==> src/rtl/udp_port_dispatch_pkg.sv <==
// Shared constants, state encoding and port lookup for the UDP port dispatcher.
// Latency: none (declarations and pure functions only).
// Backpressure: not applicable.
package udp_port_dispatch_pkg;

    localparam int NUM_CH = 6;
    localparam int CH_W   = 3;

    localparam logic [15:0] PORT_CH0 = 16'd1024;
    localparam logic [15:0] PORT_CH1 = 16'd1025;
    localparam logic [15:0] PORT_CH2 = 16'd1026;
    localparam logic [15:0] PORT_CH3 = 16'd1027;
    localparam logic [15:0] PORT_CH4 = 16'd1028;
    localparam logic [15:0] PORT_CH5 = 16'd1029;

    typedef enum logic [1:0] {
        ST_IDLE,
        ST_SEQ,
        ST_PAYLOAD,
        ST_DROP
    } state_t;

    // Returns {hit, channel}; hit=0 means the port is unmapped.
    function automatic logic [CH_W:0] port_lookup(input logic [15:0] port);
        logic [CH_W:0] r;
        r = '0;
        case (port)
            PORT_CH0: r = {1'b1, 3'd0};
            PORT_CH1: r = {1'b1, 3'd1};
            PORT_CH2: r = {1'b1, 3'd2};
            PORT_CH3: r = {1'b1, 3'd3};
            PORT_CH4: r = {1'b1, 3'd4};
            PORT_CH5: r = {1'b1, 3'd5};
            default:  r = '0;
        endcase
        return r;
    endfunction

    function automatic logic [NUM_CH-1:0] ch_onehot(input logic [CH_W-1:0] ch);
        logic [NUM_CH-1:0] one;
        one = NUM_CH'(1);
        return one << ch;
    endfunction

endpackage

==> src/rtl/udp_seq_check.sv <==
// Per-channel sequence tracker: holds the next expected sequence number and a valid flag.
// Latency: mismatch is combinational on seq_in; expected/valid update on load.
// Backpressure: none; load is a single-cycle strobe.
module udp_seq_check
    import udp_port_dispatch_pkg::*;
(
    input  logic        clock,
    input  logic        reset,
    input  logic        load,
    input  logic [31:0] seq_in,
    output logic        mismatch
);

    logic [31:0] expected_q, expected_d;
    logic        valid_q, valid_d;

    always_comb begin
        expected_d = expected_q;
        valid_d    = valid_q;
        if (load) begin
            expected_d = seq_in + 32'd1;
            valid_d    = 1'b1;
        end
    end

    // The first packet on a channel only seeds the tracker and is never an error.
    assign mismatch = valid_q && (seq_in != expected_q);

    always_ff @(posedge clock) begin
        if (reset) begin
            expected_q <= '0;
            valid_q    <= 1'b0;
        end else begin
            expected_q <= expected_d;
            valid_q    <= valid_d;
        end
    end

endmodule

==> src/rtl/udp_port_dispatch.sv <==
// Steers UDP payload bytes to one of six channels by destination port, stripping a 4-byte sequence header.
// Latency: 1 cycle from payload byte in to ch_wr/ch_data out; eop one cycle after the last write.
// Backpressure: none mid-packet; ch_ready is sampled once at packet start, otherwise the packet is dropped.
module udp_port_dispatch
    import udp_port_dispatch_pkg::*;
(
    input  logic        clock,
    input  logic        reset,
    input  logic        active,
    input  logic [7:0]  data,
    input  logic [15:0] to_port,
    input  logic [5:0]  ch_ready,
    output logic [5:0]  ch_wr,
    output logic [7:0]  ch_data,
    output logic [5:0]  ch_sop,
    output logic [5:0]  ch_eop,
    output logic [31:0] ch_seq,
    output logic [15:0] drop_count,
    output logic [15:0] seq_err_count
);

    state_t            state_q, state_d;
    logic [CH_W-1:0]   ch_q, ch_d;
    logic [1:0]        idx_q, idx_d;
    logic [31:0]       seq_q, seq_d;
    logic              first_q, first_d;
    logic              active_d_q;
    logic [NUM_CH-1:0] ch_wr_q, ch_wr_d;
    logic [7:0]        ch_data_q, ch_data_d;
    logic [NUM_CH-1:0] ch_sop_q, ch_sop_d;
    logic [NUM_CH-1:0] ch_eop_q, ch_eop_d;
    logic [31:0]       ch_seq_q, ch_seq_d;
    logic [15:0]       drop_count_q, drop_count_d;
    logic [15:0]       seq_err_count_q, seq_err_count_d;

    logic              start;
    logic [CH_W:0]     lookup;
    logic [31:0]       seq_full;
    logic              drop_inc;
    logic [NUM_CH-1:0] load_vec;
    logic [NUM_CH-1:0] mismatch_vec;

    assign start    = active && !active_d_q;
    assign lookup   = port_lookup(to_port);
    assign seq_full = {seq_q[23:0], data};

    for (genvar c = 0; c < NUM_CH; c++) begin : g_seq
        udp_seq_check u_seq_check (
            .clock    (clock),
            .reset    (reset),
            .load     (load_vec[c]),
            .seq_in   (seq_full),
            .mismatch (mismatch_vec[c])
        );
    end

    always_comb begin
        state_d   = state_q;
        ch_d      = ch_q;
        idx_d     = idx_q;
        seq_d     = seq_q;
        first_d   = first_q;
        ch_wr_d   = '0;
        ch_data_d = ch_data_q;
        ch_sop_d  = '0;
        ch_eop_d  = '0;
        ch_seq_d  = ch_seq_q;
        drop_inc  = 1'b0;
        load_vec  = '0;

        case (state_q)
            ST_IDLE: begin
                if (start) begin
                    if (lookup[CH_W] && ch_ready[lookup[CH_W-1:0]]) begin
                        ch_d    = lookup[CH_W-1:0];
                        seq_d   = {24'd0, data};
                        idx_d   = 2'd1;
                        state_d = ST_SEQ;
                    end else begin
                        drop_inc = 1'b1;
                        state_d  = ST_DROP;
                    end
                end
            end
            ST_SEQ: begin
                if (!active) begin
                    drop_inc = 1'b1;
                    state_d  = ST_IDLE;
                end else if (idx_q == 2'd3) begin
                    ch_seq_d = seq_full;
                    load_vec = ch_onehot(ch_q);
                    first_d  = 1'b1;
                    state_d  = ST_PAYLOAD;
                end else begin
                    seq_d = seq_full;
                    idx_d = idx_q + 2'd1;
                end
            end
            ST_PAYLOAD: begin
                if (active) begin
                    ch_wr_d   = ch_onehot(ch_q);
                    ch_data_d = data;
                    ch_sop_d  = first_q ? ch_onehot(ch_q) : '0;
                    first_d   = 1'b0;
                end else begin
                    ch_eop_d = ch_onehot(ch_q);
                    state_d  = ST_IDLE;
                end
            end
            ST_DROP: begin
                if (!active) begin
                    state_d = ST_IDLE;
                end
            end
            default: state_d = ST_IDLE;
        endcase

        drop_count_d = drop_count_q;
        if (drop_inc && drop_count_q != 16'hFFFF) begin
            drop_count_d = drop_count_q + 16'd1;
        end

        seq_err_count_d = seq_err_count_q;
        if (|(load_vec & mismatch_vec) && seq_err_count_q != 16'hFFFF) begin
            seq_err_count_d = seq_err_count_q + 16'd1;
        end
    end

    always_ff @(posedge clock) begin
        if (reset) begin
            state_q         <= ST_IDLE;
            ch_q            <= '0;
            idx_q           <= '0;
            seq_q           <= '0;
            first_q         <= 1'b0;
            // Held high so a packet already in flight when reset lifts is ignored.
            active_d_q      <= 1'b1;
            ch_wr_q         <= '0;
            ch_data_q       <= '0;
            ch_sop_q        <= '0;
            ch_eop_q        <= '0;
            ch_seq_q        <= '0;
            drop_count_q    <= '0;
            seq_err_count_q <= '0;
        end else begin
            state_q         <= state_d;
            ch_q            <= ch_d;
            idx_q           <= idx_d;
            seq_q           <= seq_d;
            first_q         <= first_d;
            active_d_q      <= active;
            ch_wr_q         <= ch_wr_d;
            ch_data_q       <= ch_data_d;
            ch_sop_q        <= ch_sop_d;
            ch_eop_q        <= ch_eop_d;
            ch_seq_q        <= ch_seq_d;
            drop_count_q    <= drop_count_d;
            seq_err_count_q <= seq_err_count_d;
        end
    end

    assign ch_wr         = ch_wr_q;
    assign ch_data       = ch_data_q;
    assign ch_sop        = ch_sop_q;
    assign ch_eop        = ch_eop_q;
    assign ch_seq        = ch_seq_q;
    assign drop_count    = drop_count_q;
    assign seq_err_count = seq_err_count_q;

endmodule

==> config.mk <==
export PLATFORM = sky130hd
export DESIGN_NAME = udp_port_dispatch
export DESIGN_NICKNAME = d
export VERILOG_FILES = /design/src/rtl/udp_port_dispatch_pkg.sv /design/src/rtl/udp_seq_check.sv /design/src/rtl/udp_port_dispatch.sv
export SDC_FILE = /design/constraint.sdc
export NUM_CORES = 1
export LEC_CHECK = 0
export ABC_AREA = 1
export ABC_CLOCK_PERIOD_IN_PS = 4600
export CORE_UTILIZATION = 56
export DETAILED_ROUTE_END_ITERATION = 16
export GPL_ROUTABILITY_DRIVEN = 0
export GPL_TIMING_DRIVEN = 0
export PLACE_DENSITY_LB_ADDON = 0.25
export SYNTH_ARGS = -nofsm -noshare
export SYNTH_HDL_FRONTEND = slang
export SYNTH_SLANG_ARGS = --single-unit
==> constraint.sdc <==
create_clock -name clock -period 4.6 [get_ports clock]
set_clock_uncertainty 0.05 [all_clocks]
set_input_delay 0.46 -clock clock [delete_from_list [all_inputs] [get_ports clock]]
set_output_delay 0.46 -clock clock [all_outputs]
set_load 0.01 [all_outputs]
==> results_dict.tcl, run 1 <==
set metrics [dict create \
    htree_levels 2 \
    antenna_found_initial 0 \
    fmax_mhz 316 \
    postCtsSetupRepairBufs 0 \
    syn_to_final_growth_pct 17.7 \
    rows 61 \
    met3_usage_pct 6.26 \
    ant_nets 0 \
    most-common-layout-cells "dfxtp_1 (321), nor2_1 (315), inv_1 (293), nand2_1 (256), o21ai_0 (200)" \
    ir_drop_mv 0.304 \
    seq_area_um2 6430 \
    multi_input_area_um2 7610 \
    crit_path_end_kind "flop" \
    drive_gt1_share_pct 6.33 \
    utilization_pct 66.9 \
    rsz0062_at_grt "no" \
    die-height_um 170 \
    start_util_pct 56.8 \
    route.detailed.drc 0 \
    track_usage_pct 35.3 \
    crit_start "seq_q[4]$_SDFFE_PP0P_" \
    final_common_cell "dfxtp_1" \
    syn-num-nets 2239 \
    fin_crit_ns 3.16 \
    yosysWarningCount 0 \
    die_area_um2 28900 \
    core_area_um2 27800 \
    synth_seq_area_share_pct 40.7 \
    path_clk_slew_ns 0.06 \
    post-route-period-util_pct 68.7 \
    num_io_pins 123 \
    required_ns 4.96 \
    ys_types 43 \
    nets 2395 \
    crit_arrival_ns 3.52 \
    grt_pass1_wl_mm 78.3 \
    vias_per_cell 5.71 \
    synth_seq_cells 321 \
    clock_path_buffers 3 \
    post_drt_wl_per_cell_um 18.7 \
    synth-edff-count 0 \
    leakage_nw 8.42 \
    maxCapViolCount 0 \
    met2_usage_pct 56.3 \
    async_flop_share_pct 0 \
    clk_latency_ns 0.53 \
    outcome "finished, final reports clean" \
    reg2reg_depth 10 \
    reg2reg_to "g_seq[1].u_seq_check.expected_q[29]$_SDFFE_PP0P_" \
    drtPass1Iterations 9 \
    port_buffers 118 \
    holdCritPathClass "in -> reg" \
    cts_resized 0 \
    netlist_instances 2202 \
    setup_violations 0 \
    cts.sinks 321 \
    worst_path_largest_cell_delay_ns 0.70 \
    ff2ff_setup_slack_ns 1.44 \
    cp-start-kind "flop" \
    grtUsageMet1_pct 45.1 \
    ctsHoldBuffers 0 \
    grt_max_degree 13 \
    nFillCells 2387 \
    worst_pin_slew_ns 1.00 \
    numCtsBuffers 36 \
    avgSynthCellArea_um2 7.17 \
    drt-initial-drc-count 1948 \
    setup_tns_ns 0 \
    dp_hpwl_mm 37.6 \
    timing.rr.start "seq_q[4]$_SDFFE_PP0P_" \
    drt_wl_total_mm 51.7 \
    gr-max-usage-layer "met2" \
    worst_slack_ns 1.44 \
    fp.dieW_um 170 \
    drv_slew 0 \
    crit_end "g_seq[1].u_seq_check.expected_q[29]$_SDFFE_PP0P_" \
    n_antenna_cell 0 \
    cpMaxStageDelayCell "nor4_1" \
    cts_tree "done" \
    max_slew_margin_pct 32.6 \
    cp_max_fo 10 \
    synth_ff_type "dfxtp_1" \
    grt_pass1_vias 14577 \
    syn-cell-area_um2 15800 \
    final_hold_viol_count 0 \
    worstSetupPathType "reg -> reg" \
    dpl_worst_slack_ns 1.24 \
    gr-total-overflow 0 \
    p_per_area_nw_per_um2 335 \
    crit_chain "buf_4 > clkinv_1 > nor3_2 > nand2_1 > nor4_1 > or2_2 > clkbuf_1 > nand3_1 > o211ai_1 > inv_1" \
    vias 15777 \
    root_buffer "clkbuf_16" \
]
-- flip-flops by register name, indices dropped and copies added, names as in the netlist, 2 cells and up --
name,flops
state_q,2
ch_seq,32
ch_wr,6
g_seq.u_seq_check.valid_q,6
idx_q,2
ch_data,8
ch_sop,6
seq_err_count,16
drop_count,16
ch_eop,6
seq_q,24
ch_q,3
g_seq.u_seq_check.expected_q,192
-- through the flow --
step	area [um2]	hold WS [ns]	cells	total power, mW
floorplan	15800	0.386	2202	3.21
global placement	17400	0.394	2698	3.42
detailed placement	17400	0.402	2698	3.43
CTS	18600	0.282	2762	6.19
global route	18600	0.302	2762	6.36
finish	18600	0.295	2762	6.22
-- synth_stat cells, drive strengths merged (48+ instances only) --
| master | n | area share, % |
|---|---|---|
| dfxtp | 321 | 41 |
| buf | 69 | 2.3 |
| xor2 | 88 | 4.9 |
| nand2 | 264 | 6.6 |
| inv | 301 | 7.2 |
| nand3 | 112 | 3.6 |
| o21ai | 206 | 6.5 |
| o211ai | 48 | 2.3 |
| nand4 | 49 | 1.9 |
| xnor2 | 87 | 4.8 |
| nor2 | 326 | 8.4 |
| clkbuf | 63 | 1.5 |
| nor3 | 62 | 2.0 |
| a21oi | 163 | 5.2 |
-- worst max-delay path: cells and delay by family (launching register included) --
family / cells / cell delay [ns]
DFF: 1 / 0.31
AOI/OAI and AO/OA: 1 / 0.13
buffers and inverters: 4 / 0.95
and+or+nand+nor: 5 / 1.60
-- routing by layer --
metal  up-vias  routed length, um
li1       7361                  -
met1      7272              20500
met2       945              22700
met3       199               5600
met4         0               2860
met5         -                  0
-- worst min-delay path by stage --
| stage | startpoint | cells past startpoint | slack [ns] | end |
|---|---|---|---|---|
| floorplan | g_seq[0].u_seq_check.valid_q$_SDFFE_PP0P_ | 2 | 0.39 | g_seq[0].u_seq_check.valid_q$_SDFFE_PP0P_ |
| global placement | g_seq[0].u_seq_check.valid_q$_SDFFE_PP0P_ | 2 | 0.39 | g_seq[0].u_seq_check.valid_q$_SDFFE_PP0P_ |
| detailed placement | g_seq[4].u_seq_check.valid_q$_SDFFE_PP0P_ | 2 | 0.40 | g_seq[4].u_seq_check.valid_q$_SDFFE_PP0P_ |
| CTS | data[3] | 3 | 0.28 | ch_seq[3]$_SDFFE_PP0P_ |
| global route | data[3] | 3 | 0.30 | ch_seq[3]$_SDFFE_PP0P_ |
| finish | data[3] | 3 | 0.29 | ch_seq[3]$_SDFFE_PP0P_ |
-- kinds of logic (layout without fill, tap and decap cells) --
kind of cell | after synthesis | after routing | share of synthesized area [%]
compound gates | 427 | 427 | 14.5
buf+inv | 436 | 618 | 11.1
simple gates | 839 | 839 | 23.7
xor+xnor | 175 | 175 | 9.71
flops | 321 | 321 | 40.7
fa+ha+maj | 4 | 4 | 0.317
-- cell type report --
| class | count | share of cell area, % |
|---|---|---|
| buffer | 132 | 3.26 |
| multi-input combinational | 1445 | 40.9 |
| tap | 378 | 2.54 |
| timing repair buffer | 118 | 6.36 |
| inverter | 304 | 6.17 |
| clock buffer | 55 | 5.72 |
| clock inverter | 9 | 0.444 |
| sequential | 321 | 34.6 |
-- report_power, final --
part,switching (mW),internal [mW],leakage (nW),total [mW]
registers,0.0128,2.80,2.59,2.82
logic,0.400,0.177,5.27,0.577
clock network,1.18,1.65,0.558,2.83
Note: power is estimated with default switching activity, not from simulation.
==> run 2, diff against run 1 <==
--- a/config.mk
+++ b/config.mk
@@ -6,7 +6,7 @@
 export NUM_CORES = 1
 export LEC_CHECK = 0
 export ABC_AREA = 1
-export ABC_CLOCK_PERIOD_IN_PS = 4600
+export ABC_CLOCK_PERIOD_IN_PS = 3100
 export CORE_UTILIZATION = 56
 export DETAILED_ROUTE_END_ITERATION = 16
 export GPL_ROUTABILITY_DRIVEN = 0
==> constraint.sdc (replaced) <==
create_clock -name clock -period 3.1 [get_ports clock]
set_clock_uncertainty 0.05 [all_clocks]
set_input_delay 0.31 -clock clock [delete_from_list [all_inputs] [get_ports clock]]
set_output_delay 0.31 -clock clock [all_outputs]
set_load 0.01 [all_outputs]
==> run 2 against run 1 <==
  * Largest power group unchanged
  * Power is 48% higher
  * Via count shrank 0.30%
  * Register-to-register slack worse by 1.4 ns
==> results_dict.tcl, run 2 (same netlist as run 1, synthesis figures left out) <==
set metrics [dict create \
    largest_reg_flops 192 \
    timing.rr.start "seq_q[2]$_SDFFE_PP0P_" \
    p_comb_share_pct 9.3 \
    cts.sinks 321 \
    leakage_nw 8.42 \
    die-height_um 170 \
    cp_max_fo 8 \
    final_hold_viol_count 0 \
    total_power_mw 9.23 \
    fmax_mhz 332 \
    cp-start-kind "flop" \
    crit_arrival_ns 3.37 \
    htree_levels 2 \
    root_buffer "clkbuf_16" \
    start_util_pct 56.8 \
    fin_cells 2762 \
    post-route-period-util_pct 97.2 \
    gr-total-overflow 0 \
    switching_share_pct 25.5 \
    setup_tns_ns 0 \
    rows 61 \
    worstSetupPathType "reg -> reg" \
    num_io_pins 123 \
    dp.cells 2698 \
    outcome "finished, final reports clean" \
    min_from "data[3]" \
    required_ns 3.46 \
    path_clk_slew_ns 0.06 \
    seqPwrFrac_pct 45.3 \
    p_per_area_nw_per_um2 497 \
    syn_to_final_growth_pct 17.8 \
    port_buffers 118 \
    utilization_pct 66.9 \
    drtPass1Iterations 7 \
    fp.dieW_um 170 \
    worst_pin_slew_ns 1.02 \
    final_common_cell "dfxtp_1" \
    worst_slack_ns 0.0875 \
    nets 2395 \
    drt-initial-drc-count 1918 \
    most-common-layout-cells "dfxtp_1 (321), nor2_1 (315), inv_1 (293), nand2_1 (256), o21ai_0 (200)" \
    crit_start "seq_q[2]$_SDFFE_PP0P_" \
    clock_path_buffers 3 \
    grt_pass1_wl_mm 78.3 \
    die_area_um2 28900 \
    grt_pass1_vias 14577 \
    holdCritPathClass "in -> reg" \
    core_area_um2 27800 \
    crit_path_end_kind "flop" \
    route.detailed.drc 0 \
    fin_crit_ns 3.01 \
    antenna_found_initial 0 \
    pwr-share-clk_pct 45.5 \
    clk_latency_ns 0.53 \
    track_usage_pct 35.3 \
    n_antenna_cell 0 \
    vias_per_cell 5.70 \
    drv_slew 0 \
    post_drt_wl_per_cell_um 18.7 \
    dp_hpwl_mm 37.6 \
    grt_max_degree 13 \
    numCtsBuffers 36 \
    max_slew_margin_pct 32.0 \
    cts_tree "done" \
    cellInternalPower_mw 6.88 \
    p_sw_mw 2.36 \
    top_register "g_seq.u_seq_check.expected_q" \
    ir_drop_mv 0.451 \
    dpl_worst_slack_ns -0.110 \
    vias 15730 \
    maxCapViolCount 0 \
    drt_wl_total_mm 51.6 \
    rsz0062_at_grt "no" \
    drive_gt1_share_pct 6.38 \
    ant_nets 0 \
    setup_violations 0 \
]
## run 2: cell counts in the layout (fill, tap and decap cells not counted)
No cell type changed its count.
## run 2: what timing repair did
| item | 4_1_cts | 5_1_grt |
|---|---|---|
| endpoints found under the setup margin | 0 | 2 |
| hold endpoints to repair | 0 | 0 |
| hold buffers | 0 | 0 |
| buffers inserted | 0 | 0 |
| gates resized for setup | 0 | 1 |
## run 2: layer usage
metal | track usage [%] | wire length, um | part of all wire [%]
met5 | 0 | 0 | 0
met4 | 19.3 | 2780 | 5.4
met3 | 6.26 | 5270 | 10
met2 | 56.3 | 22800 | 44
met1 | 45.1 | 20700 | 40
## run 2: power groups by stage
stage	logic, mW	registers [mW]	clock network [mW]
finish	0.857	4.18	4.20
detailed placement	0.822	4.27	0
global placement	0.815	4.27	0
floorplan	0.499	4.27	0
CTS	0.828	4.18	4.18
global route	0.899	4.18	4.36
## run 2: worst paths after layout
kind                                                           end  slack [ns]  cells past startpoint
hold / removal                              ch_seq[3]$_SDFFE_PP0P_        0.14                      3
hold reg to reg          g_seq[0].u_seq_check.valid_q$_SDFFE_PP0P_        0.42                      2
setup / recovery  g_seq[1].u_seq_check.expected_q[28]$_SDFFE_PP0P_        0.09                     10
setup reg to reg  g_seq[1].u_seq_check.expected_q[28]$_SDFFE_PP0P_        0.09                     10
## run 2: metrics by stage
step,area [um2],hold WS (ns)
2_1_floorplan,15800,0.386
3_3_place_gp,17400,0.394
3_5_place_dp,17400,0.402
4_1_cts,18600,0.132
5_1_grt,18600,0.152
6_report,18600,0.142
## run 2: final cells by class
class / instances / area (um2)
Buffer: 132 / 606
Clock buffer: 55 / 1060
Clock inverter: 9 / 82.6
Fill cell: 2384 / 9190
Inverter: 304 / 1150
Multi-Input combinational cell: 1445 / 7610
Sequential cell: 321 / 6430
Tap cell: 378 / 473
Timing Repair Buffer: 118 / 1180
## run 2: worst max-delay path: stages, from the launching register on
cell,delay [ns]
dfxtp_1,0.30
buf_2,0.27
inv_2,0.19
nor3_1,0.39
and3_1,0.30
nor4b_1,0.61
or2_2,0.22
clkbuf_1,0.22
nand3_1,0.14
o211ai_1,0.12
inv_1,0.06
==> run 3, diff against run 2 <==
--- a/config.mk
+++ b/config.mk
@@ -7,7 +7,7 @@
 export LEC_CHECK = 0
 export ABC_AREA = 1
 export ABC_CLOCK_PERIOD_IN_PS = 3100
-export CORE_UTILIZATION = 56
+export CORE_UTILIZATION = 30
 export DETAILED_ROUTE_END_ITERATION = 16
 export GPL_ROUTABILITY_DRIVEN = 0
 export GPL_TIMING_DRIVEN = 0
==> run 3 against run 2 <==
  * Worst hold slack lost 0.043 ns
  * Cell count increased by 11%
  * Die area grew 85%
  * Sequential share of layout area fell by 0.92 points
  * Global-route usage fell by 13 points
  * Via count down 2.3%
  * Maximum frequency rose by 4.5%
  * Core utilization decreased by 30 points
  * Sequential power barely moved
  * Critical endpoint is now seq_err_count[10]$_SDFFE_PP0P_
==> results_dict.tcl, run 3 (same netlist as run 1, synthesis figures left out) <==
set metrics [dict create \
    syn_to_final_growth_pct 21.0 \
    crit_arrival_ns 3.32 \
    leakage_nw 8.49 \
    final_common_cell "dfxtp_1" \
    core_area_um2 51600 \
    cpMaxStageDelayCell "clkinv_1" \
    gr-total-overflow 0 \
    p_sw_mw 2.51 \
    clock_path_buffers 3 \
    crit_path_end_kind "flop" \
    largest_reg_flops 192 \
    cp_common_cell "nand2_1" \
    switching_share_pct 25.9 \
    dp.cells 3000 \
    drt_wl_total_mm 58.9 \
    seqPwrFrac_pct 43.1 \
    critical-path-top-delay-family "simple AND/OR/NAND/NOR gates" \
    post-route-period-util_pct 93.0 \
    crit_chain "buf_4 > clkinv_1 > nand2_1 > nand4_1 > nor3_1 > nand2_1 > nor2_1 > nand2_1 > nand2_1 > nand2_1 > nor2_2 > nand2_4 > nand2_4 > buf_6 > nand2_1 > a21oi_1" \
    holdCritPathClass "in -> reg" \
    pwr-share-clk_pct 47.7 \
    p_comb_share_pct 9.2 \
    numCtsBuffers 39 \
    num_io_pins 123 \
    post_drt_wl_per_cell_um 19.2 \
    required_ns 3.54 \
    ir_drop_mv 0.295 \
    p_per_area_nw_per_um2 507 \
    rsz0062_at_grt "no" \
    cp_max_fo 10 \
    grt_pass1_wl_mm 89.0 \
    port_buffers 118 \
    total_power_mw 9.69 \
    antenna_found_initial 0 \
    setup_violations 0 \
    cp-start-kind "flop" \
    grt_pass1_vias 14694 \
    nets 2398 \
    track_usage_pct 21.9 \
    cellInternalPower_mw 7.18 \
    rows 83 \
    cts_tree "done" \
    final_hold_viol_count 0 \
    ant_nets 0 \
    path_clk_slew_ns 0.06 \
    worst_path_largest_cell_delay_ns 0.45 \
    drt-initial-drc-count 1360 \
    worst_pin_slew_ns 1.04 \
    maxCapViolCount 0 \
    most-common-layout-cells "dfxtp_1 (321), nor2_1 (315), inv_1 (293), nand2_1 (256), o21ai_0 (200)" \
    fp.dieW_um 231 \
    drtPass1Iterations 5 \
    grt_max_degree 13 \
    utilization_pct 37.0 \
    n_antenna_cell 0 \
    ctsHoldBuffers 0 \
    fin_cells 3069 \
    vias_per_cell 5.01 \
    drv_slew 0 \
    drive_gt1_share_pct 6.57 \
    fmax_mhz 347 \
    top_register "g_seq.u_seq_check.expected_q" \
    root_buffer "clkbuf_16" \
    route.detailed.drc 0 \
    die-height_um 231 \
    htree_levels 2 \
    clk_latency_ns 0.58 \
    outcome "finished, final reports clean" \
    max_slew_margin_pct 30.5 \
    dp_hpwl_mm 43.3 \
    start_util_pct 30.6 \
    fin_crit_ns 2.88 \
    crit_buf_inv 3 \
    cts.sinks 321 \
    worstSetupPathType "reg -> reg" \
    vias 15374 \
    die_area_um2 53500 \
]
-- run 3: worst paths after layout --
check                                         endpoint  cells past startpoint  slack [ns]                                 startpoint
max                     seq_err_count[10]$_SDFFE_PP0P_                     16        0.22                      seq_q[4]$_SDFFE_PP0P_
min                              seq_q[3]$_SDFFE_PP0P_                      3         0.1                                    data[3]
max reg2reg             seq_err_count[10]$_SDFFE_PP0P_                     16        0.22                      seq_q[4]$_SDFFE_PP0P_
min reg2reg  g_seq[4].u_seq_check.valid_q$_SDFFE_PP0P_                      2        0.42  g_seq[4].u_seq_check.valid_q$_SDFFE_PP0P_
-- run 3: metal layers --
metal	vias to the layer above	wire length, um	track usage [%]
li1	7375	-	-
met1	7299	26600	30.0
met2	601	25900	34.5
met3	99	4570	3.40
met4	0	1790	8.11
met5	-	0	0
-- run 3: worst register-to-register path, cell delays in order, from the launching register on --
cell and delay, ns:
dfxtp_1 0.31, buf_4 0.23, clkinv_1 0.46, nand2_1 0.20, nand4_1 0.13, nor3_1 0.26
nand2_1 0.15, nor2_1 0.11, nand2_1 0.06, nand2_1 0.06, nand2_1 0.07, nor2_2 0.13
nand2_4 0.15, nand2_4 0.13, buf_6 0.15, nand2_1 0.06, a21oi_1 0.12
-- run 3: layout make-up --
| class | count | area (um2) |
|---|---|---|
| plain buffers | 132 | 606 |
| clock buffers | 60 | 1170 |
| clock inverters | 9 | 110 |
| fillers | 5405 | 32500 |
| inverters | 304 | 1150 |
| multi-input cells | 1445 | 7610 |
| flip-flops and latches | 321 | 6430 |
| well taps | 680 | 851 |
| repair buffers | 118 | 1180 |
-- run 3: power groups by stage --
stage	Clock [mW]	Combinational [mW]	Sequential, mW
2_1_floorplan	0	0.499	4.27
3_3_place_gp	0	0.869	4.27
3_5_place_dp	0	0.870	4.27
4_1_cts	4.68	0.875	4.18
5_1_grt	4.84	0.947	4.18
6_report	4.62	0.894	4.18
-- run 3: metrics by stage --
stage / setup slack [ns] / cell area [um2] / setup TNS, ns / hold WS [ns]
after floorplan: 1.04 / 15800 / 0 / 0.386
after global placement: -0.181 / 17800 / -2.24 / 0.395
after detailed placement: -0.150 / 17800 / -1.79 / 0.402
after CTS: 0.108 / 19100 / 0 / 0.0795
after global routing: 0.0286 / 19100 / 0 / 0.100
final: 0.216 / 19100 / 0 / 0.0995
-- run 3: timing repair --
item | in CTS | in global routing
resized for setup | 0 | 1
endpoints found under the setup margin | 0 | 1
buffers inserted | 0 | 0
